### src/rtl/pll_seq_pkg.sv
// Shared definitions for the PLL lock sequencer: state encoding, default
// timing constants and the counter-width helper.
package pll_seq_pkg;

    typedef enum logic [2:0] {
        RST_PLL   = 3'd0,
        WAIT_LOCK = 3'd1,
        STABLE    = 3'd2,
        ENABLE    = 3'd3,
        RUN       = 3'd4,
        FAULT     = 3'd5
    } state_t;

    localparam int DEF_N_OUT            = 3;
    localparam int DEF_RST_HOLD_CYC     = 50;
    localparam int DEF_LOCK_TIMEOUT_CYC = 50000;
    localparam int DEF_LOCK_STABLE_CYC  = 1024;
    localparam int DEF_STAGGER_CYC      = 16;
    localparam int DEF_RETRY_MAX        = 3;

    // Width that holds every terminal count, including the value itself.
    function automatic int cnt_w(input int a, input int b, input int c, input int d);
        int w;
        w = 1;
        if ($clog2(a + 1) > w) w = $clog2(a + 1);
        if ($clog2(b + 1) > w) w = $clog2(b + 1);
        if ($clog2(c + 1) > w) w = $clog2(c + 1);
        if ($clog2(d + 1) > w) w = $clog2(d + 1);
        return w;
    endfunction

endpackage

### src/rtl/sync_2ff.sv
// Generic single-bit two-flop synchronizer for a level signal crossing into clk.
module sync_2ff #(
    parameter logic RST_VAL = 1'b0
) (
    input  logic clk,
    input  logic rst_n,
    input  logic d,
    output logic q
);

    logic meta_q;
    logic sync_q;

    always_ff @(posedge clk) begin
        if (!rst_n) begin
            meta_q <= RST_VAL;
            sync_q <= RST_VAL;
        end else begin
            meta_q <= d;
            sync_q <= meta_q;
        end
    end

    assign q = sync_q;

endmodule

### src/rtl/pll_lock_sequencer.sv
// PLL power-up/recovery sequencer: pulses the PLL reset, qualifies lock, then
// staggers the forwarded-clock enables; retries on timeout and faults when exhausted.
module pll_lock_sequencer
    import pll_seq_pkg::*;
#(
    parameter int N_OUT            = DEF_N_OUT,
    parameter int RST_HOLD_CYC     = DEF_RST_HOLD_CYC,
    parameter int LOCK_TIMEOUT_CYC = DEF_LOCK_TIMEOUT_CYC,
    parameter int LOCK_STABLE_CYC  = DEF_LOCK_STABLE_CYC,
    parameter int STAGGER_CYC      = DEF_STAGGER_CYC,
    parameter int RETRY_MAX        = DEF_RETRY_MAX
) (
    input  logic                               clk,
    input  logic                               rst_n,
    input  logic                               locked,
    input  logic                               restart,
    output logic                               pll_rst,
    output logic [N_OUT-1:0]                   out_en,
    output logic                               ready,
    output logic                               fault,
    output logic [$clog2(RETRY_MAX+1)-1:0]     retry_cnt,
    output logic [7:0]                         lock_loss_cnt
);

    localparam int RW    = $clog2(RETRY_MAX + 1);
    localparam int CNT_W = cnt_w(RST_HOLD_CYC, LOCK_TIMEOUT_CYC, LOCK_STABLE_CYC,
                                 (N_OUT - 1) * STAGGER_CYC);

    // The cycle that first sees locked_s in WAIT_LOCK counts as stable cycle one,
    // hence the -2 on the stability terminal count.
    localparam logic [CNT_W-1:0] HOLD_END    = CNT_W'(RST_HOLD_CYC);
    localparam logic [CNT_W-1:0] TIMEOUT_END = CNT_W'(LOCK_TIMEOUT_CYC - 1);
    localparam logic [CNT_W-1:0] STABLE_END  = CNT_W'(LOCK_STABLE_CYC - 2);
    localparam logic [CNT_W-1:0] ENABLE_END  = CNT_W'((N_OUT - 1) * STAGGER_CYC);
    localparam logic [RW-1:0]    RETRY_LIM   = RW'(RETRY_MAX);

    logic              locked_s;
    state_t            state_q, state_d;
    logic [CNT_W-1:0]  cnt_q, cnt_d;
    logic [RW-1:0]     retry_q, retry_d;
    logic [7:0]        lock_loss_q, lock_loss_d;
    logic              pll_rst_q, pll_rst_d;
    logic [N_OUT-1:0]  out_en_q, out_en_d;
    logic              ready_q, ready_d;
    logic              fault_q, fault_d;
    logic [N_OUT-1:0]  enable_mask;

    sync_2ff #(.RST_VAL(1'b0)) u_sync_locked (
        .clk   (clk),
        .rst_n (rst_n),
        .d     (locked),
        .q     (locked_s)
    );

    always_comb begin
        state_d     = state_q;
        cnt_d       = cnt_q + 1'b1;
        retry_d     = retry_q;
        lock_loss_d = lock_loss_q;
        if (restart) begin
            state_d = RST_PLL;
            cnt_d   = '0;
            retry_d = '0;
        end else begin
            unique case (state_q)
                RST_PLL: begin
                    if (cnt_q == HOLD_END) begin
                        state_d = WAIT_LOCK;
                        cnt_d   = '0;
                    end
                end
                WAIT_LOCK: begin
                    if (locked_s) begin
                        state_d = STABLE;
                        cnt_d   = '0;
                    end else if (cnt_q == TIMEOUT_END) begin
                        cnt_d = '0;
                        if (retry_q == RETRY_LIM) begin
                            state_d = FAULT;
                        end else begin
                            state_d = RST_PLL;
                            retry_d = retry_q + 1'b1;
                        end
                    end
                end
                STABLE: begin
                    if (!locked_s) begin
                        state_d = WAIT_LOCK;
                        cnt_d   = '0;
                    end else if (cnt_q == STABLE_END) begin
                        state_d = ENABLE;
                        cnt_d   = '0;
                    end
                end
                ENABLE, RUN: begin
                    if (!locked_s) begin
                        state_d = RST_PLL;
                        cnt_d   = '0;
                        if (lock_loss_q != 8'hFF) lock_loss_d = lock_loss_q + 8'd1;
                    end else if (state_q == RUN) begin
                        cnt_d = '0;
                    end else if (cnt_q == ENABLE_END) begin
                        state_d = RUN;
                        cnt_d   = '0;
                        retry_d = '0;
                    end
                end
                FAULT: begin
                    cnt_d = '0;
                end
                default: begin
                    state_d = RST_PLL;
                    cnt_d   = '0;
                end
            endcase
        end
    end

    // Bit gi of the stagger mask turns on once gi*STAGGER_CYC cycles have elapsed in ENABLE.
    genvar gi;
    generate
        for (gi = 0; gi < N_OUT; gi++) begin : g_stagger
            assign enable_mask[gi] = (32'(cnt_d) >= 32'(gi * STAGGER_CYC));
        end
    endgenerate

    always_comb begin
        pll_rst_d = (state_d == RST_PLL) || (state_d == FAULT);
        fault_d   = (state_d == FAULT);
        ready_d   = (state_d == RUN);
        out_en_d  = '0;
        if (state_d == RUN) begin
            out_en_d = '1;
        end else if (state_d == ENABLE) begin
            out_en_d = enable_mask;
        end
    end

    always_ff @(posedge clk) begin
        if (!rst_n) begin
            state_q     <= RST_PLL;
            cnt_q       <= '0;
            retry_q     <= '0;
            lock_loss_q <= '0;
            pll_rst_q   <= 1'b1;
            out_en_q    <= '0;
            ready_q     <= 1'b0;
            fault_q     <= 1'b0;
        end else begin
            state_q     <= state_d;
            cnt_q       <= cnt_d;
            retry_q     <= retry_d;
            lock_loss_q <= lock_loss_d;
            pll_rst_q   <= pll_rst_d;
            out_en_q    <= out_en_d;
            ready_q     <= ready_d;
            fault_q     <= fault_d;
        end
    end

    assign pll_rst       = pll_rst_q;
    assign out_en        = out_en_q;
    assign ready         = ready_q;
    assign fault         = fault_q;
    assign retry_cnt     = retry_q;
    assign lock_loss_cnt = lock_loss_q;

endmodule

### config.mk
export PLATFORM = sky130hd
export DESIGN_NAME = pll_lock_sequencer
export DESIGN_NICKNAME = d
export VERILOG_FILES = /design/src/rtl/pll_seq_pkg.sv /design/src/rtl/sync_2ff.sv /design/src/rtl/pll_lock_sequencer.sv
export SDC_FILE = /design/constraint.sdc
export NUM_CORES = 1
export LEC_CHECK = 0
export ABC_AREA = 1
export BUFFER_PORTS_ARGS = -buffer_cell sky130_fd_sc_hd__buf_2
export CELL_PAD_IN_SITES_DETAIL_PLACEMENT = 0
export CELL_PAD_IN_SITES_GLOBAL_PLACEMENT = 1
export CORE_ASPECT_RATIO = 0.75
export CORE_MARGIN = 2
export CORE_UTILIZATION = 40
export CTS_CLUSTER_SIZE = 30
export DETAILED_ROUTE_END_ITERATION = 8
export GPL_ROUTABILITY_DRIVEN = 0
export HOLD_SLACK_MARGIN = 0.08
export PLACE_DENSITY = 0.73
export SYNTH_ARGS = -nofsm -noshare
export SYNTH_HDL_FRONTEND = slang
export SYNTH_SLANG_ARGS = --single-unit
export TNS_END_PERCENT = 10
### constraint.sdc
create_clock -name clk -period 2.13 [get_ports clk]
set_input_delay 0.3195 -clock clk [delete_from_list [all_inputs] [get_ports clk]]
set_output_delay 0.3195 -clock clk [all_outputs]
set_load 0.005 [all_outputs]
== Word-level counts from Yosys, hierarchy flattened ==
Cells that the tools add are included.

* Output and inout bits: 16
* Bits of input ports: 4
* Logic and storage cells: 76
* Register bits: 37

* Equality and inequality tests: 20
* Reductions and logical operators: 8
* Bitwise gates (word level): 3
* Add/sub/neg operators: 3
* Multiplexer cells: 30
* Magnitude comparators: 2

{| class="wikitable"
|+ Operator list
! operator !! count
|-
| 16-bit 2-to-1 mux || 9
|-
| 16-bit one-hot mux with 4 select lines || 1
|-
| 3-bit 2-to-1 mux || 12
|-
| 16-bit by 6-bit == test with 1-bit output, second input constant || 2
|-
| 16-bit by 1-bit adder with 16-bit output, second input constant || 1
|-
| 16-bit by 10-bit == test with 1-bit output, second input constant || 1
|-
| 16-bit == test, second input constant || 1
|-
| 16-bit by 5-bit greater-or-equal comparator with 1-bit output, second input constant || 1
|-
| 16-bit by 6-bit greater-or-equal comparator with 1-bit output, second input constant || 1
|-
| 3-bit one-hot mux with 5 select lines || 1
|-
| 3-bit == test, second input constant || 4
|-
| 2-bit 2-to-1 mux || 6
|-
| 2-bit != test, second input constant || 5
|-
| 3-bit by 2-bit == test with 1-bit output, second input constant || 3
|-
| 8-bit by 1-bit adder with 8-bit output, second input constant || 1
|-
| 8-bit != test, second input constant || 1
|-
| 7-bit AND reduction || 1
|-
| 3-bit logical NOT || 2
|-
| 2-bit one-hot mux with 2 select lines || 1
|-
| 4-bit AND reduction || 1
|-
| 2-bit OR reduction || 2
|-
| 3-bit by 1-bit == test with 1-bit output, second input constant || 1
|-
| 1-bit inverter || 3
|-
| 2-bit by 1-bit adder with 2-bit output, second input constant || 1
|-
| other kinds (4) || 4
|}

== Longest topological paths before layout ==
* Word-level depth: 9
* Gate-level depth with buffers: 15
* Mapped depth without buffers: 15

== Modules after synthesis ==
Synthesis repeated with hierarchy kept, for this count alone.

* Cell total of the unflattened synthesis: 341
* Area total of the unflattened synthesis: 2184.6 µm²

{| class="wikitable"
|+ Modules (own cells, without submodules)
! module !! area each (µm²) !! cells each !! sequential area each (µm²) !! instances
|-
| pll_lock_sequencer || 2129.5 || 335 || 700.7 || 1
|-
| sync_2ff || 55.1 || 6 || 40.0 || 1
|}

== Least setup slack after synthesis ==
No wires, ideal clock.

* Path kind: register to register
* Start point: register cnt_q[0]
* End point: register out_en_q[1], in the netlist out_en[1]
* Data required time: 2021 ps
* Path slack: 490 ps
* Stages on the path, launching flop included: 13
* Library setup time: 109 ps
* Buffers on the path: 0
* Arrival: 1531 ps
* Path through: dfxtp_1 -> ha_1 -> inv_1 -> nor2_1 -> nand3_1 -> xor2_1 -> nor2_1 -> o21ai_0 -> nand2_1 -> nor2_2 -> nand3_1 -> nand2_1 -> inv_1

* Cells in the longest elaborated chain, start to end: 9

{| class="wikitable"
|+ Ends and longest elaborated chain
! element !! line !! text
|-
| start, declared || pll_lock_sequencer.sv:39 || <nowiki>logic [CNT_W-1:0] cnt_q, cnt_d;</nowiki>
|-
| start signal, assigned || pll_lock_sequencer.sv:151 || <nowiki>cnt_q <= cnt_d;</nowiki>
|-
| 16-bit by 1-bit adder with 16-bit output / 16-bit by 6-bit == test with 1-bit output (equally long branches) || pll_lock_sequencer.sv:57, pll_lock_sequencer.sv:102 ||
|-
| 16-bit 2-to-1 mux / 3-bit 2-to-1 mux (equally long branches) || pll_lock_sequencer.sv:102 || <nowiki>end else if (cnt_q == ENABLE_END) begin</nowiki>
|-
| 16-bit 2-to-1 mux / 3-bit 2-to-1 mux (equally long branches) || pll_lock_sequencer.sv:100 || <nowiki>end else if (state_q == RUN) begin</nowiki>
|-
| 16-bit 2-to-1 mux / 3-bit 2-to-1 mux (equally long branches) || pll_lock_sequencer.sv:96 || <nowiki>if (!locked_s) begin</nowiki>
|-
| 16-bit one-hot mux with 4 select lines / 3-bit one-hot mux with 5 select lines (equally long branches) || pll_lock_sequencer.sv:65 || <nowiki>unique case (state_q)</nowiki>
|-
| 16-bit 2-to-1 mux / 3-bit 2-to-1 mux (equally long branches) || pll_lock_sequencer.sv:60 || <nowiki>if (restart) begin</nowiki>
|-
| 16-bit by 5-bit greater-or-equal comparator with 1-bit output / 3-bit by 2-bit == test with 1-bit output (equally long branches) || pll_lock_sequencer.sv:123, pll_lock_sequencer.sv:134 ||
|-
| 3-bit 2-to-1 mux || pll_lock_sequencer.sv:134 || <nowiki>end else if (state_d == ENABLE) begin</nowiki>
|-
| 3-bit 2-to-1 mux * || pll_lock_sequencer.sv:132 || <nowiki>if (state_d == RUN) begin</nowiki>
|-
| end signal, assigned || pll_lock_sequencer.sv:155 || <nowiki>out_en_q <= out_en_d;</nowiki>
|-
| end, declared || pll_lock_sequencer.sv:43 || <nowiki>logic [N_OUT-1:0] out_en_q, out_en_d;</nowiki>
|}

Mark *: on every way between the ends. The rest lies on a longest branch, timed or not.
A chain may end at the register's enable or synchronous reset.

== Final worst setup path ==
* Start point: register cnt_q[1]
* End point: register out_en_q[1], in the netlist out_en[1]

The elaborated chain is that of the path after synthesis.

==> results.yml <==
timing:
  drv_slew: 0
  finalSetupTns_ps: 0
  min_period_over_period_pct: 88.7
  rsz0062_at_grt: "false"
  hold_viol: 0
  maxSlewHeadroom_pct: 67.5
  timing.fmax_mhz: 529
  skew_ps: 7.45
  fin_crit_ps: 1890
  worst_pin_slew_ps: 487
  setup_violations: 0
  fin_ws_ps: 241
synthesis:
  synth.top_cell.area_share_pct: 35.2
  seq_area_frac_synth_pct: 35.2
  ys_warn_count: 0
  synth_area_mm2: 0.00210
  netlist_instances: 317
  avgSynthCellArea_um2: 6.63
  synth.distinct_cells: 33
  synth-seq-cells: 37
  synth_area_leaders: "dfxtp_1 (35%), nand2_1 (12%), nor2_1 (11%)"
  yosysTopAreaCell: "dfxtp_1"
  synth_nets: 326
layout:
  n_antenna_cell: 0
  nets: 352
  synthToLayoutAreaGrowth_pct: 13.7
  drive_gt1_share_pct: 16.9
  layout_common_cells: "nand2_1 (65), nor2_1 (63), inv_1 (41)"
  final_common_cell: "nand2_1"
critical_path:
  crit_fanout: 4
  worstSetupPathType: "reg2reg"
  cp-end-kind: "register"
  start_kind: "register"
  worstPathRequired_ps: 2320
  crit_arrival_ps: 2080
clocking:
  numCtsBuffers: 5
  clk_latency_ps: 280
  clk_pin_slew_ps: 80
  clockBufferDepth: 2
  root_buffer: "clkbuf_8"
  tritoncts: "done"
  cts_sinks: 37
  cts_setup_buffers: 0
  htreeDepth: 2
  cts-resized-gates: 0
  cts_hold_buf: 0
die:
  fp.dieW_um: 87.7
  fp-row-count: 22
  io_pins: 20
  die_h_um: 66.8
  initial_utilization_pct: 42.2
  core-area_mm2: 0.00498
  dieArea_mm2: 0.00586
detailed_routing:
  vias_per_cell: 4.61
  drt-wirelength-per-cell_um: 11.8
  drtAntennaViolNets: 0
  drt_drc_violations_left: 0
  routed_wl_um: 4900
  first_iter_violations: 96
  first_pass_iters: 4
  route.vias.total: 1916
worst_hold_path:
  hp-class: "in2reg"
power:
  ir_drop_mv: 0.338
  p_leak_nw: 1.11
  powerDensity_mw_per_mm2: 523
global_routing:
  grt_usage_pct: 18.5
  grt_overflow_total: 0
  first_global_vias: 1668
  antenna_found_initial: 0
  grt_pass1_wl_um: 8310
  grt_max_degree: 15
place:
  dp_hpwl_um: 3900
  portBuffers: 19
  dpl_worst_slack_ps: 260
job:
  drv_cap: 0
outcome:
  status: "finished, final reports clean"
worst paths after layout:
kind                                            from              endpoint  slack (ps)  depth (start not counted)
worst max-delay path                        cnt_q[1]             out_en[1]         240                         12
worst min-delay path                          locked  u_sync_locked.meta_q         240                          3
worst max register to register              cnt_q[1]             out_en[1]         240                         12
worst min register to register  u_sync_locked.meta_q       u_sync_locked.q         420                          2
power by group:
part	internal (mW)	switching, mW
Sequential	0.695	0.00297
Clock	0.262	0.252
Combinational	0.0101	0.0271
cell families after synthesis:
logic type                 after synthesis  share of synthesized area, %
and+or+nand+nor                        183                          38.8
xor gates and xnor gates                10                          4.17
AOI/OAI and AO/OA                       32                          9.40
DFF                                     37                          35.2
adders and majority gates                5                          2.98
buffers and inverters                   50                          9.46
worst max-delay path: stages (launching register included):
cell	delay [ps]
dfxtp_1	380
ha_1	230
inv_1	50
nor2_1	220
nand3_1	130
xor2_1	190
nor2_1	60
o21ai_0	150
nand2_1	90
nor2_2	120
nand3_1	70
nand2_1	70
inv_1	40
per-stage QoR:
stage / std cells / total power, mW / hold WS (ps) / utilization, % / instance area (µm²)
after floorplan: 317 / 0.741 / 390 / - / 2100
after global placement: 408 / 0.752 / 396 / 45.9 / 2290
after detailed placement: 408 / 0.752 / 397 / 45.9 / 2290
after CTS: 416 / 1.27 / 230 / 47.8 / 2380
after global routing: 416 / 1.30 / 258 / 48.0 / 2390
final: 416 / 1.25 / 242 / 48.0 / 2390
flip-flops by register name, summed over array words and instances (netlist names):
register              cells
cnt_q                    16
ready                     1
u_sync_locked.meta_q      1
pll_rst                   1
fault                     1
lock_loss_cnt             8
u_sync_locked.q           1
out_en                    3
retry_cnt                 2
state_q                   3
area by class of cell:
| type | count | area (µm²) |
|---|---|---|
| clock buffer | 6 | 82.6 |
| multi-input combinational | 230 | 1170 |
| sequential | 37 | 742 |
| timing repair buffer | 22 | 118 |
| clock inverter | 2 | 13.8 |
| fill | 541 | 2590 |
| inverter | 47 | 176 |
| tap | 72 | 90.1 |
synth_stat cells (all sizes together):
library cell  number
nand3             22
a21boi             1
nor2              72
buf                2
o21a               1
xnor2              1
inv               45
nor4               2
nand3b             1
o31ai              1
xor2               9
a21oi              9
o21bai             2
clkbuf             1
nand4              6
nand2             72
and2               1
o211a              1
o211ai             1
ha                 5
nor3               7
o21ai             16
dfxtp             37
clkinv             2
routing by layer:
layer / share of wire [%] / global-route usage (%) / vias up
met1: 59 / 30.6 / 829
li1: - / - / 1052
met4: 0.35 / 3.46 / 0
met5: 0 / 0 / -
met3: 3.9 / 3.97 / 2
met2: 36 / 23.4 / 33
Note: power is estimated with default switching activity, not from simulation.
